===== config.mk =====
export PLATFORM = sky130hd
export DESIGN_NAME = pe_egress_packetizer
export DESIGN_NICKNAME = d
export VERILOG_FILES = /design/src/rtl/pe_egress_packetizer.sv
export SDC_FILE = /design/constraint.sdc
export NUM_CORES = 1
export LEC_CHECK = 0
export BUFFER_PORTS_ARGS = -buffer_cell sky130_fd_sc_hd__buf_2
export CAP_MARGIN = 20
export CORE_ASPECT_RATIO = 0.8
export CORE_MARGIN = 4
export CORE_UTILIZATION = 59
export CTS_BUF_LIST = sky130_fd_sc_hd__clkbuf_8
export DETAILED_ROUTE_END_ITERATION = 10
export PLACE_DENSITY = 0.81
export RECOVER_POWER = 50
export SYNTH_ARGS = -nofsm -noshare
export SYNTH_HDL_FRONTEND = slang
export SYNTH_SLANG_ARGS = --single-unit

===== constraint.sdc =====
create_clock -name clk -period 2.55 [get_ports clk]
set_input_delay 0.1275 -clock clk [delete_from_list [all_inputs] [get_ports clk]]
set_output_delay 0.1275 -clock clk [all_outputs]
set_load 0.02 [all_outputs]

===== src/rtl/pe_egress_packetizer.sv =====
// pe_egress_packetizer: buffers neuron results and fans each out as NUM_DST switch packets.
// Define PKT_DROP_CNT_EN to add a saturating o_drop_cnt of results dropped while the FIFO is full.
module pe_egress_packetizer #(
    parameter int X_COORD     = 2,
    parameter int Y_COORD     = 1,
    parameter int DATA_WIDTH  = 8,
    parameter int X_SIZE      = 2,
    parameter int Y_SIZE      = 2,
    parameter int TOTAL_WIDTH = 2*X_SIZE + 2*Y_SIZE + DATA_WIDTH,
    parameter int FIFO_DEPTH  = 4,
    parameter int DST_X0      = 3,
    parameter int DST_Y0      = 0,
    parameter int NUM_DST     = 2
) (
    input  logic                            clk,
    input  logic                            rstn,
    input  logic                            i_valid_n,
    input  logic [DATA_WIDTH-1:0]           i_data_n,
    output logic                            o_ready_n,
    output logic                            o_valid_sw,
    output logic [TOTAL_WIDTH-1:0]          o_data_sw,
    input  logic                            i_ready_sw,
    output logic [$clog2(FIFO_DEPTH):0]     o_fifo_cnt,
    output logic                            o_busy
`ifdef PKT_DROP_CNT_EN
    ,
    output logic [7:0]                      o_drop_cnt
`endif
);
    localparam int PW = $clog2(FIFO_DEPTH);
    localparam int CW = PW + 1;
    localparam int KW = NUM_DST > 1 ? $clog2(NUM_DST) : 1;
    localparam logic [X_SIZE-1:0] SRC_X = X_SIZE'(X_COORD);
    localparam logic [Y_SIZE-1:0] SRC_Y = Y_SIZE'(Y_COORD);
    localparam logic [X_SIZE-1:0] DST_X = X_SIZE'(DST_X0);
    localparam logic [Y_SIZE-1:0] DST_Y = Y_SIZE'(DST_Y0);
    localparam logic [KW-1:0]     K_LAST = KW'(NUM_DST - 1);
    localparam logic [CW-1:0]     CNT_FULL = CW'(FIFO_DEPTH);

    typedef enum logic {IDLE, SEND} state_t;

    state_t                  state, state_nx;
    logic [DATA_WIDTH-1:0]   mem [FIFO_DEPTH];
    logic [PW-1:0]           wr_ptr, rd_ptr;
    logic [CW-1:0]           cnt;
    logic [KW-1:0]           k, k_nx;
    logic                    valid_nx;
    logic [TOTAL_WIDTH-1:0]  data_nx;
    logic                    push, pop, xfer, k_last;

    function automatic logic [TOTAL_WIDTH-1:0] pkt(input logic [DATA_WIDTH-1:0] d, input logic [KW-1:0] kk);
        return {d, SRC_X, SRC_Y, DST_X, DST_Y + Y_SIZE'(kk)};
    endfunction

    assign o_ready_n  = cnt != CNT_FULL;
    assign push       = i_valid_n & o_ready_n;
    assign xfer       = o_valid_sw & i_ready_sw;
    assign k_last     = k == K_LAST;
    assign o_fifo_cnt = cnt;
    assign o_busy     = (state == SEND) | (cnt != '0);

    always_ff @(posedge clk) begin
        state <= rstn ? state_nx : IDLE;
    end

    always_comb begin
        state_nx = state;
        case (state)
            IDLE:    state_nx = cnt != '0 ? SEND : IDLE;
            SEND:    state_nx = (xfer & k_last & cnt == CW'(1)) ? IDLE : SEND;
            default: state_nx = IDLE;
        endcase
    end

    // Next packet is computed here and registered below so o_data_sw/o_valid_sw stay glitch-free.
    always_comb begin
        pop      = 1'b0;
        k_nx     = k;
        valid_nx = o_valid_sw;
        data_nx  = o_data_sw;
        case (state)
            IDLE: begin
                if (cnt != '0) begin
                    k_nx     = '0;
                    valid_nx = 1'b1;
                    data_nx  = pkt(mem[rd_ptr], '0);
                end
            end
            SEND: begin
                if (xfer && !k_last) begin
                    k_nx    = k + KW'(1);
                    data_nx = pkt(mem[rd_ptr], k + KW'(1));
                end else if (xfer) begin
                    pop      = 1'b1;
                    k_nx     = '0;
                    valid_nx = cnt > CW'(1);
                    data_nx  = cnt > CW'(1) ? pkt(mem[rd_ptr + PW'(1)], '0) : o_data_sw;
                end
            end
            default: ;
        endcase
    end

    always_ff @(posedge clk) begin
        if (!rstn) begin
            k          <= '0;
            o_valid_sw <= 1'b0;
            o_data_sw  <= '0;
            wr_ptr     <= '0;
            rd_ptr     <= '0;
            cnt        <= '0;
        end else begin
            k          <= k_nx;
            o_valid_sw <= valid_nx;
            o_data_sw  <= data_nx;
            wr_ptr     <= push ? wr_ptr + PW'(1) : wr_ptr;
            rd_ptr     <= pop ? rd_ptr + PW'(1) : rd_ptr;
            cnt        <= (push & ~pop) ? cnt + CW'(1) : (pop & ~push) ? cnt - CW'(1) : cnt;
        end
    end

    always_ff @(posedge clk) begin
        if (push)
            mem[wr_ptr] <= i_data_n;
    end

`ifdef PKT_DROP_CNT_EN
    always_ff @(posedge clk) begin
        if (!rstn)
            o_drop_cnt <= '0;
        else if (i_valid_n && !o_ready_n && o_drop_cnt != 8'hFF)
            o_drop_cnt <= o_drop_cnt + 8'd1;
    end
`endif

endmodule


==> key figures, run 1 <==
Worst setup path
  • Critical path required time: 2780 ps
  • Worst setup EP type: register
  • CP Data Arrival Time: 2540 ps
  • Critical path fanouts, max: 8
  • Crit path kind: reg -> reg
  • R2r setup slk: 240 ps
  • CP startpoint kind: register

Synth
  • Synth Warn #: 0
  • Post-synth EDFFs: 32
  • Main synth FF type: edfxtp_1
  • Seq cells post-synth: 54
  • Leading post-synthesis cells by cell area: edfxtp_1, dfxtp_1, mux4_2, ha_1, o221a_1
  • Cells after Synth: 185
  • Post-synth top cells: edfxtp_1, dfxtp_1, mux4_2, nand3_1, and2_1
  • Post-synth top area cell: edfxtp_1
  • Synth top area share: 37.6%
  • Cell variety after synth: 38
  • Asr flop ratio synth: 0%
  • Mapped Area: 2550 sq um
  • Syn Area/Cell: 13.8 sq um
  • Most instantiated library cell after synthesis: edfxtp_1
  • Seq/Total Area, Yosys: 54.8%

Clock tree
  • H-tree levels: 2
  • Longest Clk Path Bufs: 2
  • TritonCTS clock tree: done
  • Post-CTS setup buffers: 0
  • CTS Buf Count: 5
  • Post-CTS sizing: 0
  • Clk pin slew, worst setup/hold paths: 90 ps
  • # hold bufs at CTS: 0
  • Root buf cell: clkbuf_8
  • Clock Sinks: 54
  • Worst skew pair latency: 300 ps

Hold path
  • HP Class: in -> reg

Placement
  • Final RePlAce weighted congestion: 0.770
  • Hpwl dp: 3.42 mm
  • I/O Buffers: 30

Final layout
  • Core Util, Final: 65.0%
  • Nets: 228
  • Layout cells sized above 1: 15.4%
  • Area Growth Syn to Fin: 6.27%
  • Fill cells: 314
  • # diodes: 0

GRT
  • Largest net degree at the start of global routing: 17
  • Initial antenna violation count: 0
  • Grt ovf: 0
  • GRT Total Usage: 18.2%
  • Global-route wire length before repair: 7.25 mm
  • Vias in the first global route: 1528

Timing
  • RSZ-0062 raised after global routing: no
  • Setup Viol. Count Final: 0
  • Pins Over Slew Limit: 0
  • Highest attainable clock frequency: 0.433 GHz
  • Final worst-path cycle share: 90.6%
  • Tightest Pin Transition: 588 ps
  • Hold Vio Cnt, Final: 0
  • Setup Skew: 3.74 ps
  • Slew margin rel.: 60.8%
  • Final min period: 2310 ps
  • TNS Setup: 0 ps

Die
  • Initial core utilization: 61.2%
  • Die Wd: 81.6 um
  • Io pins: 34
  • Row count: 21
  • Die ar.: 5450 sq um
  • Die height: 66.9 um
  • Core area: 4180 sq um

Drt
  • Routed vias: 1541
  • Pre-antenna DRT Iters: 4
  • Total Wirelength: 4.58 mm
  • Via/cell ratio: 5.82
  • Antenna-violating nets left: 0
  • DRC: 0
  • DR WL/cell: 17.3 um
  • Initial DRC count: 126

Run
  • Max Cap Violations: 0

Pwr
  • Pleak: 0.922 nW
  • Peak supply drop: 0.000394 V
  • P per Cell Area: 755 nW/um^2

Outcome
  • Status: finished, final reports clean
==> cells by family after synthesis <==
family | count (synthesis) | share of synthesized area (%)
multiplexers | 17 | 14.6
AO/OA/AOI/OAI | 23 | 7.49
adder cells (fa/ha/maj) | 9 | 4.41
other | 1 | 0.147
buffers and inverters | 25 | 5.93
AND/OR/NAND/NOR | 51 | 10.8
XOR/XNOR | 5 | 1.71
flip-flops | 54 | 54.8
==> critical path, stage by stage (launching register included) <==
cell,delay (ps)
dfxtp_1,460
inv_1,100
ha_1,250
a21boi_1,490
ha_1,400
or3_1,400
a21oi_1,150
==> layer usage <==
layer,part of all wire [%],up-vias,GRT usage [%]
met5,0,-,0
met4,0.68,0,3.94
met3,5.9,5,5.27
met2,51,51,32.6
met1,43,759,21.8
li1,-,726,-
==> layout by cell type (no fill, tap or decap), types with 3 or more instances in the layout <==
| cell type | Yosys | layout |
|---|---|---|
| nand2_1 | 5 | 5 |
| xnor2_1 | 3 | 3 |
| and2_1 | 11 | 11 |
| nand3_1 | 15 | 15 |
| dfxtp_1 | 22 | 22 |
| edfxtp_1 | 32 | 32 |
| a21oi_1 | 5 | 5 |
| o221a_1 | 7 | 7 |
| clkbuf_8 | 0 | 5 |
| clkbuf_1 | 5 | 25 |
| nor2_1 | 10 | 10 |
| mux4_2 | 15 | 15 |
| buf_2 | 1 | 5 |
| ha_1 | 9 | 9 |
| inv_1 | 7 | 7 |
| conb_1 | 1 | 3 |
==> sequential cells by signal, summed over array words and instances, names as in the netlist, named ones only <==
name,cells
k,1
wr_ptr,2
rd_ptr,2
o_data_sw,10
mem,32
o_valid_sw,1
o_fifo_cnt,3
state,1
==> through the flow <==
stage               area (sq um)  hold slack (ps)  power [W]  worst slack, ps  cells
detailed placement          2670              349    0.00165              282    257
global placement            2670              336    0.00162              481    257
global route                2720             89.2    0.00216              118    265
floorplan                   2560              226    0.00154              425    187
finish                      2720             78.6    0.00205              240    265
CTS                         2750             26.4    0.00209              259    265
==> final timing paths <==
kind	startpoint	end	depth (start not counted)
max	o_fifo_cnt[0]$_SDFFE_PN0P_	o_fifo_cnt[2]$_SDFFE_PN0P_	6
min	i_data_n[7]	mem[3][7]$_DFFE_PP_	1
max reg2reg	o_fifo_cnt[0]$_SDFFE_PN0P_	o_fifo_cnt[2]$_SDFFE_PN0P_	6
min reg2reg	o_data_sw[10]$_SDFFE_PN0P_	o_data_sw[10]$_SDFFE_PN0P_	1
==> final cells by class <==
cell class              instances  area (sq um)  share of cell area (%)
well taps                      57          71.3                    2.63
multi-input cells             108          1000                    37.0
inverters                       7          26.3                   0.968
clock buffers                   5          68.8                    2.53
clock inverters                 3          16.3                   0.599
flip-flops and latches         54          1400                    51.6
repair buffers                 31           126                    4.65
==> power by group <==
part	switching [W]	internal (W)	total, W	leakage [nW]
clock	0.000259	0.000188	0.000447	0.0416
combinational	0.000321	0.000191	0.000512	0.406
sequential	0.0000670	0.00102	0.00109	0.475
Note: power is estimated with default switching activity, not from simulation.
==> run 2: changes to the inputs <==
--- a/config.mk
+++ b/config.mk
@@ -12,8 +12,10 @@
 export CORE_UTILIZATION = 59
 export CTS_BUF_LIST = sky130_fd_sc_hd__clkbuf_8
 export DETAILED_ROUTE_END_ITERATION = 10
-export PLACE_DENSITY = 0.81
+export GPL_TIMING_DRIVEN = 0
+export PLACE_DENSITY = 0.9
 export RECOVER_POWER = 50
+export SLEW_MARGIN = 30
 export SYNTH_ARGS = -nofsm -noshare
 export SYNTH_HDL_FRONTEND = slang
 export SYNTH_SLANG_ARGS = --single-unit
==> run 2 against run 1 <==
Non-clock buffer count grew 17. Clock skew up 3.6 ps. Sequential cell count did not move. Maximum frequency increased by 2.0%. Critical path depth stayed put. Register-to-register slack better by 50 ps. Combinational power is 13% higher. Final cell count is 6.4% higher. Clock power increased by 4.9%.
==> key figures, run 2 (synthesis results as in run 1) <==
Timing
  • Setup Viol. Count Final: 0
  • Hold_ws: 67.7 ps
  • Final worst slack: 286 ps
  • TNS Setup: 0 ps
  • Tightest Pin Transition: 549 ps
  • Setup Skew: 7.31 ps
  • Hold Vio Cnt, Final: 0
  • RSZ-0062 raised after global routing: no
  • Pins Over Slew Limit: 0
  • Highest attainable clock frequency: 0.442 GHz
  • Final min period: 2260 ps
  • Final worst-path cycle share: 88.8%
  • Slew margin rel.: 63.3%

Die
  • Die ar.: 5450 sq um
  • Core area: 4180 sq um
  • Io pins: 34
  • Die height: 66.9 um
  • Die Wd: 81.6 um
  • Initial core utilization: 61.2%
  • Row count: 21

Clock tree
  • Post-CTS sizing: 0
  • Worst skew pair latency: 310 ps
  • # hold bufs at CTS: 0
  • Longest Clk Path Bufs: 2
  • Clk pin slew, worst setup/hold paths: 100 ps
  • Root buf cell: clkbuf_8
  • Post-CTS setup buffers: 0
  • Clock Sinks: 54
  • H-tree levels: 2
  • CTS Buf Count: 5
  • TritonCTS clock tree: done

Placement
  • Post-Place Setup Slack: 294 ps
  • Instance area after placement: 2780 sq um
  • I/O Buffers: 30
  • Final RePlAce weighted congestion: 0.776
  • Hpwl dp: 3.37 mm

Pwr
  • Pleak: 0.999 nW
  • Clock power share: 22.0%
  • Switching share of power: 31.6%
  • Net switching power: 0.000675 W
  • P per Cell Area: 750 nW/um^2
  • Combinational share of power: 27.1%
  • Flop pwr share: 51.0%
  • Pint: 0.00146 W
  • Peak supply drop: 0.000419 V

Worst setup path
  • Crit path kind: reg -> reg
  • Critical path fanouts, max: 8
  • Worst setup EP type: register
  • Crit Reg-Reg Endpoint: o_fifo_cnt[2]$_SDFFE_PN0P_
  • R2r setup slk: 290 ps
  • CP Data Arrival Time: 2510 ps
  • R2R Path Start: o_fifo_cnt[1]$_SDFFE_PN0P_
  • R2r worst-path depth: 6
  • Worst Setup SP: o_fifo_cnt[1]$_SDFFE_PN0P_
  • CP startpoint kind: register
  • Critical path required time: 2790 ps

Hold path
  • HP Class: in -> reg
  • Hold worst-path end: o_data_sw[14]$_SDFFE_PN0P_
  • Hold Path Cell Cnt: 3
  • HP Start: rstn

GRT
  • GRT Total Usage: 18.2%
  • Largest net degree at the start of global routing: 18
  • Grt ovf: 0
  • Global-route wire length before repair: 7.20 mm
  • Vias in the first global route: 1457
  • Initial antenna violation count: 0

Final layout
  • Final instance area: 2840 sq um
  • Area Growth Syn to Fin: 11.3%
  • # diodes: 0
  • Most common cell after layout, fill and taps aside: edfxtp_1
  • Reg area: 1400 sq um
  • Most frequent cells in the layout: edfxtp_1, clkbuf_1, dfxtp_1, mux4_2, nand3_1
  • Max reg flops: 32
  • Core Util, Final: 68.0%
  • Nets: 245
  • Layout cells sized above 1: 19.1%
  • Biggest register: mem
  • Fill cells: 309
  • Multi-input logic area: 1010 sq um

Drt
  • Initial DRC count: 94
  • Via/cell ratio: 5.43
  • DRC: 0
  • Routed vias: 1532
  • Pre-antenna DRT Iters: 4
  • Antenna-violating nets left: 0
  • Total Wirelength: 4.56 mm
  • DR WL/cell: 16.2 um

Outcome
  • Status: finished, final reports clean

Run
  • Max Cap Violations: 0
## run 2: changes by cell type in the layout (fill, tap and decap cells not counted), sizes merged
cell / delta
buf: +12
clkinvlp: -1
clkbuf: +5
clkinv: +1
## run 2: worst max path at each step
stage                     cells past startpoint                    endpoint
final                                         6  o_fifo_cnt[2]$_SDFFE_PN0P_
after CTS                                     6  o_fifo_cnt[2]$_SDFFE_PN0P_
after floorplan                               6  o_fifo_cnt[2]$_SDFFE_PN0P_
after global routing                          6  o_fifo_cnt[2]$_SDFFE_PN0P_
after detailed placement                      6  o_fifo_cnt[2]$_SDFFE_PN0P_
after global placement                        6  o_fifo_cnt[2]$_SDFFE_PN0P_
## run 2: power groups by stage
| stage | Combinational, W | Sequential, W | Clock [W] |
|---|---|---|---|
| 2_1_floorplan | 0.000378 | 0.00116 | 0 |
| 3_3_place_gp | 0.000582 | 0.00110 | 0 |
| 3_5_place_dp | 0.000597 | 0.00110 | 0 |
| 4_1_cts | 0.000599 | 0.00108 | 0.000483 |
| 5_1_grt | 0.000635 | 0.00110 | 0.000512 |
| 6_report | 0.000577 | 0.00109 | 0.000469 |
## run 2: final cells by class
class / count / area share (%)
multi-input cells: 108 / 35.5
inverters: 7 / 0.924
well taps: 57 / 2.51
plain buffers: 18 / 4.40
flip-flops and latches: 54 / 49.3
clock inverters: 3 / 0.748
repair buffers: 30 / 4.18
clock buffers: 5 / 2.42
## run 2: routing by layer
| metal | vias up | GRT usage, % | part of all wire (%) |
|---|---|---|---|
| met5 | - | 0 | 0 |
| met4 | 0 | 6.43 | 0.77 |
| met3 | 4 | 4.59 | 6.7 |
| met2 | 50 | 29.4 | 47 |
| met1 | 717 | 23.9 | 45 |
| li1 | 761 | - | - |
## run 2: stage by stage
step / total power, W / std cells
6_report: 0.00213 / 282
5_1_grt: 0.00224 / 282
4_1_cts: 0.00217 / 282
3_5_place_dp: 0.00170 / 274
3_3_place_gp: 0.00168 / 274
2_1_floorplan: 0.00154 / 187
## run 2: worst max-delay path, stage by stage (launching register included)
cell and delay, ps:
dfxtp_1 420, inv_1 130, ha_1 260, a21boi_1 490, ha_1 390, or3_1 380
a21oi_1 130
==> run 3: changes to the inputs <==
--- a/config.mk
+++ b/config.mk
@@ -13,7 +13,7 @@
 export CTS_BUF_LIST = sky130_fd_sc_hd__clkbuf_8
 export DETAILED_ROUTE_END_ITERATION = 10
 export GPL_TIMING_DRIVEN = 0
-export PLACE_DENSITY = 0.9
+export PLACE_DENSITY = 0.81
 export RECOVER_POWER = 50
 export SLEW_MARGIN = 30
 export SYNTH_ARGS = -nofsm -noshare
==> run 3 against run 2 <==
Non-clock buffer count unchanged. Critical path type unchanged. Hold slack about the same. Critical endpoint unchanged. Global-route usage up 1.4 points. Highest routed layer unchanged. Total power up 4.4%. Via count up 1.0%. Final area up 0.48%. Largest cell class unchanged. Maximum frequency about the same. Clock skew about the same. First-iteration DRC count up 65%. Routed wire length up 5.0%.
==> key figures, run 3 (synthesis results as in run 1) <==
Placement
  • I/O Buffers: 30
  • Post-Place Setup Slack: 308 ps
  • Final RePlAce weighted congestion: 0.771
  • Hpwl dp: 3.29 mm
  • Instance area after placement: 2780 sq um

Final layout
  • Most frequent cells in the layout: edfxtp_1, clkbuf_1, dfxtp_1, mux4_2, nand3_1
  • Biggest register: mem
  • # diodes: 0
  • Core Util, Final: 68.4%
  • Final instance area: 2860 sq um
  • Nets: 245
  • Max reg flops: 32
  • Most common cell after layout, fill and taps aside: edfxtp_1
  • Area Growth Syn to Fin: 11.8%
  • Layout cells sized above 1: 18.7%

Worst setup path
  • Worst setup EP type: register
  • Worst Setup SP: o_fifo_cnt[1]$_SDFFE_PN0P_
  • Crit Reg-Reg Endpoint: o_fifo_cnt[2]$_SDFFE_PN0P_
  • Slowest stage cell, crit path: a21boi_1
  • Critical path fanouts, max: 8
  • CP Data Arrival Time: 2510 ps
  • CP endpoint: o_fifo_cnt[2]$_SDFFE_PN0P_
  • CP startpoint kind: register
  • Crit path depth: 6
  • R2R Path Start: o_fifo_cnt[1]$_SDFFE_PN0P_
  • Crit path kind: reg -> reg
  • Most used cell, CP: ha_1
  • Critical path required time: 2790 ps
  • CP cell instances: inv_1, ha_1, a21boi_1, ha_1, or3_1, a21oi_1
  • R2r worst-path depth: 6
  • Critical path's top delay family: adder cells
  • Crit path buf inv count: 1
  • R2r setup slk: 280 ps
  • Critical path's largest stage delay: 500 ps

Run
  • Max Cap Violations: 0

Pwr
  • Peak supply drop: 0.000396 V
  • P per Cell Area: 779 nW/um^2
  • Pleak: 1.01 nW
  • Combinational share of power: 25.9%
  • Net switching power: 0.000676 W
  • Overall power: 0.00223 W
  • Clock power share: 25.3%
  • Pint: 0.00155 W
  • Switching share of power: 30.4%
  • Flop pwr share: 48.8%

GRT
  • Global-route wire length before repair: 7.67 mm
  • Largest net degree at the start of global routing: 18
  • Initial antenna violation count: 0
  • GRT Total Usage: 19.6%
  • Grt ovf: 0
  • Vias in the first global route: 1473

Timing
  • Final worst-path cycle share: 88.9%
  • Setup Viol. Count Final: 0
  • Final worst slack: 283 ps
  • Highest attainable clock frequency: 0.441 GHz
  • Pins Over Slew Limit: 0
  • Tightest Pin Transition: 570 ps
  • Final min period: 2270 ps
  • Hold Vio Cnt, Final: 0
  • Slew margin rel.: 61.9%
  • RSZ-0062 raised after global routing: no
  • TNS Setup: 0 ps
  • Setup Skew: 7.25 ps

Hold path
  • HP Start: i_data_n[0]
  • HP Class: in -> reg

Drt
  • Routed vias: 1548
  • Via/cell ratio: 5.49
  • Total Wirelength: 4.79 mm
  • DRC: 0
  • Antenna-violating nets left: 0
  • Pre-antenna DRT Iters: 4
  • DR WL/cell: 17.0 um
  • Initial DRC count: 155

Die
  • Die ar.: 5450 sq um
  • Core area: 4180 sq um
  • Die height: 66.9 um
  • Initial core utilization: 61.2%
  • Row count: 21
  • Io pins: 34
  • Die Wd: 81.6 um

Clock tree
  • Clock Sinks: 54
  • CTS Buf Count: 5
  • # hold bufs at CTS: 0
  • Post-CTS setup buffers: 0
  • Post-CTS sizing: 0
  • Root buf cell: clkbuf_8
  • Clk pin slew, worst setup/hold paths: 90 ps
  • Worst skew pair latency: 310 ps
  • Longest Clk Path Bufs: 2
  • TritonCTS clock tree: done
  • H-tree levels: 2

Outcome
  • Status: finished, final reports clean
run 3: power groups by stage:
| stage | Sequential (W) | Clock [W] | Combinational (W) |
|---|---|---|---|
| finish | 0.00109 | 0.000562 | 0.000577 |
| CTS | 0.00109 | 0.000572 | 0.000605 |
| detailed placement | 0.00110 | 0 | 0.000598 |
| global placement | 0.00110 | 0 | 0.000589 |
| floorplan | 0.00116 | 0 | 0.000378 |
| global route | 0.00110 | 0.000614 | 0.000633 |
run 3: worst min path at each step:
stage	endpoint	depth (start not counted)
after floorplan	mem[0][0]$_DFFE_PP_	0
after global placement	mem[0][4]$_DFFE_PP_	1
after detailed placement	mem[1][0]$_DFFE_PP_	1
after CTS	mem[0][0]$_DFFE_PP_	1
after global routing	mem[3][0]$_DFFE_PP_	1
final	mem[2][0]$_DFFE_PP_	1
run 3: worst register-to-register path: stages (launching register included):
cell and delay, ps:
dfxtp_1 420, inv_1 120, ha_1 250, a21boi_1 500, ha_1 390, or3_1 380
a21oi_1 130
run 3: layout make-up:
type                       instances  area [sq um]
clock inverter                     3          42.5
inverter                           7          26.3
multi-input combinational        108          1010
timing repair buffer              30           119
tap                               57          71.3
clock buffer                       5          68.8
sequential                        54          1400
fill                             303          1320
buffer                            18           118
run 3: per-layer routing:
layer	up-vias	track usage (%)	wire, um
li1	760	-	-
met1	726	27.7	2100
met2	57	30.3	2240
met3	5	5.27	419
met4	0	4.77	37
met5	-	0	0
run 3: stage by stage:
step                      std cells  hold slack [ps]
after floorplan                 187              226
after global placement          274              342
after detailed placement        274              345
after CTS                       282             19.6
after global routing            282             72.4
final                           282             67.6
